`src/rtl/act_quant_ctrl.sv`:
```
// act_quant_ctrl: per-layer sequencer around an external activation quantizer.
// Issues accumulator vectors, buffers quantized results, flags overflow.
module act_quant_ctrl #(
  parameter int DATA_WIDTH      = 28,
  parameter int MAX_INPUT_WIDTH = 16,
  parameter int CNT_WIDTH       = 16,
  parameter int FIFO_DEPTH      = 4
) (
  input  logic                                  clk,
  input  logic                                  rst,
  input  logic                                  start,
  input  logic [4:0]                            layer_num_i,
  input  logic [CNT_WIDTH-1:0]                  num_vec,
  input  logic                                  cfg_we,
  input  logic [4:0]                            cfg_addr,
  input  logic [4:0]                            cfg_data,
  input  logic                                  in_vld,
  output logic                                  in_rdy,
  input  logic [DATA_WIDTH*MAX_INPUT_WIDTH-1:0] in_data,
  output logic [DATA_WIDTH*MAX_INPUT_WIDTH-1:0] q_din,
  output logic [1:0]                            q_fmap_precision,
  output logic [2:0]                            q_shift,
  output logic [4:0]                            q_layer_num,
  output logic                                  q_vld_i,
  input  logic                                  q_vld_o,
  input  logic [8*MAX_INPUT_WIDTH-1:0]          q_data_o,
  output logic                                  out_vld,
  input  logic                                  out_rdy,
  output logic [8*MAX_INPUT_WIDTH-1:0]          out_data,
  output logic                                  busy,
  output logic                                  layer_done,
  output logic                                  err_ovf
);

  localparam int IW = DATA_WIDTH * MAX_INPUT_WIDTH;
  localparam int OW = 8 * MAX_INPUT_WIDTH;
  localparam int PW = (FIFO_DEPTH > 1) ? $clog2(FIFO_DEPTH) : 1;
  localparam int CW = PW + 1;

  typedef enum logic [2:0] {
    S_IDLE, S_CFG, S_RUN, S_DRAIN, S_DONE
  } state_e;

  state_e               state_q, state_d;
  logic [CNT_WIDTH-1:0] nvec_q, nvec_d;
  logic [CNT_WIDTH-1:0] issued_q, issued_d;
  logic [4:0]           layer_q, layer_d;
  logic [CW-1:0]        inflight_q, inflight_d;
  logic [CW-1:0]        cnt_q, cnt_d;
  logic [PW-1:0]        wr_q, rd_q;
  logic                 err_q;
  logic [4:0]           tbl_q [32];
  logic [OW-1:0]        mem_q [FIFO_DEPTH];
  logic [IW-1:0]        q_din_q;
  logic                 q_vld_q;
  logic [1:0]           prec_q;
  logic [2:0]           shift_q;
  logic [4:0]           qlayer_q;

  logic          hs, full, empty, pop, push, stray, dec;
  logic [CW:0]   occ;

  assign occ    = {1'b0, inflight_q} + {1'b0, cnt_q};
  assign in_rdy = (state_q == S_RUN) && (occ < (CW+1)'(FIFO_DEPTH));
  assign hs     = in_vld && in_rdy;
  assign full   = (cnt_q == CW'(FIFO_DEPTH));
  assign empty  = (cnt_q == '0);
  assign pop    = !empty && out_rdy;
  // A result with nothing outstanding cannot belong to this layer.
  assign stray  = q_vld_o && (inflight_q == '0);
  assign dec    = q_vld_o && !stray;
  assign push   = dec && (!full || pop);

  assign out_vld          = !empty;
  assign out_data         = empty ? '0 : mem_q[rd_q];
  assign busy             = (state_q != S_IDLE);
  assign layer_done       = (state_q == S_DONE);
  assign err_ovf          = err_q;
  assign q_din            = q_din_q;
  assign q_vld_i          = q_vld_q;
  assign q_fmap_precision = prec_q;
  assign q_shift          = shift_q;
  assign q_layer_num      = qlayer_q;

  // Layer sequencing: next state and per-layer counters.
  always_comb begin
    state_d  = state_q;
    nvec_d   = nvec_q;
    layer_d  = layer_q;
    issued_d = issued_q;
    unique case (state_q)
      S_IDLE: begin
        if (start) begin
          if (num_vec != '0) begin
            nvec_d   = num_vec;
            layer_d  = layer_num_i;
            issued_d = '0;
            state_d  = S_CFG;
          end else begin
            state_d  = S_DONE;
          end
        end
      end
      S_CFG: state_d = S_RUN;
      S_RUN: begin
        if (hs) begin
          issued_d = issued_q + CNT_WIDTH'(1);
          if (issued_d == nvec_q) state_d = S_DRAIN;
        end
      end
      S_DRAIN: begin
        if (inflight_q == '0 && empty) state_d = S_DONE;
      end
      S_DONE: state_d = S_IDLE;
      default: state_d = S_IDLE;
    endcase
  end

  // Outstanding-vector and buffer occupancy bookkeeping.
  always_comb begin
    inflight_d = inflight_q;
    cnt_d      = cnt_q;
    if (hs && !dec) inflight_d = inflight_q + CW'(1);
    if (!hs && dec) inflight_d = inflight_q - CW'(1);
    if (push && !pop) cnt_d = cnt_q + CW'(1);
    if (pop && !push) cnt_d = cnt_q - CW'(1);
  end

  // Control state, counters, pointers and sticky error.
  always_ff @(posedge clk) begin
    if (rst) begin
      state_q    <= S_IDLE;
      nvec_q     <= '0;
      issued_q   <= '0;
      layer_q    <= '0;
      inflight_q <= '0;
      cnt_q      <= '0;
      wr_q       <= '0;
      rd_q       <= '0;
      err_q      <= 1'b0;
    end else begin
      state_q    <= state_d;
      nvec_q     <= nvec_d;
      issued_q   <= issued_d;
      layer_q    <= layer_d;
      inflight_q <= inflight_d;
      cnt_q      <= cnt_d;
      wr_q       <= wr_q + PW'(push);
      rd_q       <= rd_q + PW'(pop);
      err_q      <= err_q | stray | (q_vld_o && full && !pop);
    end
  end

  // Per-layer config table, writable at any time.
  always_ff @(posedge clk) begin
    if (rst) begin
      for (int i = 0; i < 32; i++) tbl_q[i] <= '0;
    end else if (cfg_we) begin
      tbl_q[cfg_addr] <= cfg_data;
    end
  end

  // Quantizer issue port; config snapshot taken once per layer in CFG.
  always_ff @(posedge clk) begin
    if (rst) begin
      q_din_q  <= '0;
      q_vld_q  <= 1'b0;
      prec_q   <= '0;
      shift_q  <= '0;
      qlayer_q <= '0;
    end else begin
      q_vld_q <= hs;
      if (hs) q_din_q <= in_data;
      if (state_q == S_CFG) begin
        qlayer_q <= layer_q;
        prec_q   <= tbl_q[layer_q][4:3];
        shift_q  <= tbl_q[layer_q][2:0];
      end
    end
  end

  // Result buffer storage; validity is tracked by the pointers alone.
  always_ff @(posedge clk) begin
    if (push) mem_q[wr_q] <= q_data_o;
  end

endmodule

```
`config.mk`:
```
export PLATFORM = sky130hd
export DESIGN_NAME = act_quant_ctrl
export DESIGN_NICKNAME = d
export VERILOG_FILES = /design/src/rtl/act_quant_ctrl.sv
export SDC_FILE = /design/constraint.sdc
export NUM_CORES = 2
export LEC_CHECK = 0
export CAP_MARGIN = 20
export CORE_AREA = 3 3 475 477
export CTS_CLUSTER_SIZE = 16
export DETAILED_ROUTE_END_ITERATION = 10
export DIE_AREA = 0 0 478 480
export PLACE_DENSITY_LB_ADDON = 0.08
export SLEW_MARGIN = 25
export SYNTH_ARGS = -nofsm -noshare
export SYNTH_HDL_FRONTEND = slang
export SYNTH_SLANG_ARGS = --single-unit
```
`constraint.sdc`:
```
create_clock -name clk -period 12.06 [get_ports clk]
set_clock_uncertainty 0.2 [all_clocks]
set_input_delay 2.412 -clock clk [delete_from_list [all_inputs] [get_ports clk]]
set_output_delay 2.412 -clock clk [all_outputs]
set_load 0.02 [all_outputs]
```
==> qor.csv <==
stage,metric,value,unit
clocking,clk slew on worst S/H paths,0.05,ns
place,Placed Area,0.06040,mm²
clocking,Root Driver,clkbuf_16,
run,# Max-Cap Violations,0,
clocking,Post-CTS Setup Bufs,0,
timing,final hold viol count,0,
yosys,Area contributors post-synth,"edfxtp_1 (45%), dfxtp_1 (23%), mux4_2 (8.6%)",
yosys,Unique masters post-synth,58,
clocking,clock sinks,1182,
die,Rows,173,
yosys,"EDFF count, synth",672,
power_and_ir_drop,PwrDens,169.8,mW/mm²
yosys,Post-Syn Instances,3642,
clocking,Num CTS Buffers,151,
yosys,Seq cells post-synth,1182,
die,io pins,1206,
drt,drt initial violations,1927,
timing,Slew HR,26.02,%
clocking,Clock Path Buffers,3,
place,Final HPWL DP,163200,µm
timing,worst hold slack,0.2454,ns
place,Place WS,5.474,ns
die,Die Ht,480,µm
drt,DR WL/cell,27.89,µm
yosys,"FFs w/ async S/R, synth",0,%
timing,Final min period,7.138,ns
outcome,status,"finished, final reports clean",
drt,overall routed net length,220700,µm
yosys,cell taking the most area after synthesis,edfxtp_1,
die,die area,0.2294,mm²
timing,setup_tns,0,ns
worst_hold_path,hold path cells,2,
timing,setup violators final,0,
power_and_ir_drop,worst vdd ir,0.0001321,V
worst_setup_path,Crit Path Category,register to primary output,
clocking,post-CTS sizing,0,
global_route,GRT Total Usage,18.60,%
final_layout,P&R area growth vs syn,44.67,%
worst_hold_path,startpoint of the lowest-slack hold path,q_shift[2]$_SDFFE_PP0P_,
drt,Routed Antenna Nets,0,
worst_setup_path,CP required,9.45,ns
final_layout,fillcell total,22671,
power_and_ir_drop,Pwr Total,11.11,mW
worst_setup_path,CP Launch Type,register,
die,die width,478,µm
yosys,YS warnings,0,
final_layout,nets@finish,5408,
worst_setup_path,worst reg2reg path startpoint,inflight_q[2]$_SDFFE_PP0P_,
yosys,syn_area_per_cell,12.42,µm²
worst_setup_path,Critical Path AT,4.53,ns
yosys,Post-Syn Nets,4265,
drt,total number of vias,32881,
clocking,clock latency on the worst-skew pair,0.78,ns
yosys,"Seq/Total Area, Yosys",67.19,%
die,Starting Density,20.38,%
power_and_ir_drop,Lkg Pwr,21.03,nW
global_route,largest net degree at the start of global routing,182,
drt,number of remaining DRC errors,0,
timing,Max Slew Vio Count,0,
yosys,post-synth top area share,44.62,%
place,Placed Cells,7605,
drt,DRT Pass-1 Iters,5,
final_layout,final std cells w/o fill,7913,
yosys,Post-Syn Area,0.04523,mm²
final_layout,layout cell share with drive strength beyond 1,9.747,%
place,port bufs,1205,
global_route,first-pass GRT wire length,296300,µm
final_layout,Reg area,0.03040,mm²
clocking,cts hold-fix bufs,0,
global_route,number of global-route vias before repair,33244,
clocking,CTS tree,done,
timing,RSZ-0062 raised after global routing,false,
timing,maximum clock rate,140.1,MHz
timing,Worst-Margin Slew,1.110,ns
worst_setup_path,critical path launch point,rd_q[0]$_SDFF_PP0_,
timing,Final Cycle Share,59.18,%
place,GPL Wtd Cong,0.8699,
final_layout,final core occ,29.49,%
yosys,top_reg_cell synth,edfxtp_1,
worst_hold_path,worst min-delay path class,register to register,
worst_setup_path,Worst Path Max Fanout,34,
clocking,H-tree levels,4,
final_layout,area of the multi-input gates,0.01382,mm²
global_route,initial antenna violation count,114,
worst_setup_path,reg2reg path depth,7,
die,area of the core,0.2219,mm²
timing,final worst setup slack,4.922,ns
worst_setup_path,Worst setup EP type,primary output,
drt,vias per inst,4.155,
final_layout,post-route cell area,0.06543,mm²
global_route,GR Overflow Total,0,
-- routing by layer --
layer	vias up	routed length, µm	track usage, %
met5	-	436	0
met4	74	9241	7.490
met3	360	17000	6.680
met2	999	109700	31.90
met1	16307	84350	20.96
li1	15141	-	-
-- cell usage in the layout, fill, tap and decap left out, types with 6 or more instances in the layout --
master | synthesis | layout
clkdlybuf4s50_1 | 0 | 1202
nand2_1 | 932 | 932
edfxtp_1 | 672 | 672
dfxtp_1 | 510 | 505
a21oi_1 | 466 | 466
and2_1 | 289 | 289
mux4_2 | 173 | 173
clkbuf_16 | 0 | 152
nor2_1 | 98 | 97
clkbuf_1 | 174 | 38
mux2i_1 | 36 | 36
diode_2 | 0 | 34
or2_2 | 32 | 32
clkinv_2 | 0 | 22
buf_4 | 0 | 21
clkbuf_8 | 0 | 20
clkinv_1 | 0 | 17
nand3_1 | 14 | 14
xor2_1 | 14 | 14
o21ai_0 | 13 | 13
inv_1 | 11 | 11
xnor2_1 | 11 | 11
nor3_1 | 12 | 10
or3_1 | 10 | 9
nor2b_1 | 9 | 9
buf_12 | 0 | 9
nand4_1 | 7 | 7
a311oi_1 | 7 | 7
ha_1 | 7 | 7
nand3b_1 | 6 | 6
o2111ai_1 | 6 | 6
nor4_1 | 6 | 6
bufinv_16 | 0 | 6
-- synth_stat cells (all sizes together) (4+ instances only) --
library cell and n:
dfxtp 510, and4 5, a311oi 7, o2111ai 6, or3 11, or2 32, nor3 13, nor3b 5
buf 72, ha 7, clkbuf 177, a21oi 466, nand3b 6, mux2i 36, nand4 7, and2 289
nor4 6, inv 11, xor2 14, mux4 173, nor2b 9, a31oi 4, nor2 98, and3 4
edfxtp 672, xnor2 11, nand3 14, o21ai 13, nand2 932
-- worst max-delay path, cell delays in order, from the launching register on --
cell and delay (ns):
dfxtp_4 0.81, buf_4 0.73, buf_4 0.70, mux4_2 0.59
and2_1 0.23, clkdlybuf4s50_1 0.56
-- state kept, by name, summed over array words and instances, names as in the netlist, 3 cells and up --
register     flops
mem_q          512
q_din          448
tbl_q          160
issued_q        16
nvec_q          16
layer_q          5
q_layer_num      5
cnt_q            3
inflight_q       3
q_shift          3
state_q          3
-- where the power goes --
| group | switching (mW) | leakage [nW] | internal [mW] |
|---|---|---|---|
| logic | 1.16 | 8.39 | 0.932 |
| clock network | 1.88 | 2.38 | 2.59 |
| registers | 0.103 | 10.3 | 4.45 |
-- layout make-up --
type / instances / area share [%]
antenna: 34 / 0.1300
timing repair buffer: 1239 / 19.06
clock inverter: 62 / 1.012
tap: 2975 / 5.689
sequential: 1182 / 46.46
clock buffer: 210 / 6.452
multi-input combinational: 2200 / 21.13
inverter: 11 / 0.06311
-- path summary, 6_finish.rpt --
path                                  end  slack [ns]
hold / removal    q_shift[2]$_SDFFE_PP0P_        0.25
setup reg to reg   mem_q[3][12]$_DFFE_PP_        8.15
setup / recovery             out_data[54]        4.92
hold reg to reg   q_shift[2]$_SDFFE_PP0P_        0.25
-- cells by family after synthesis --
| logic type | after synthesis | share of synthesized area (%) |
|---|---|---|
| AND/OR/NAND/NOR | 1440 | 14.29 |
| flip-flops | 1182 | 67.19 |
| AO/OA/AOI/OAI | 516 | 5.970 |
| buffers and inverters | 260 | 2.340 |
| multiplexers | 210 | 9.437 |
| XOR/XNOR | 25 | 0.4841 |
| adder cells (fa/ha/maj) | 9 | 0.2822 |
Note: power is estimated with default switching activity, not from simulation.
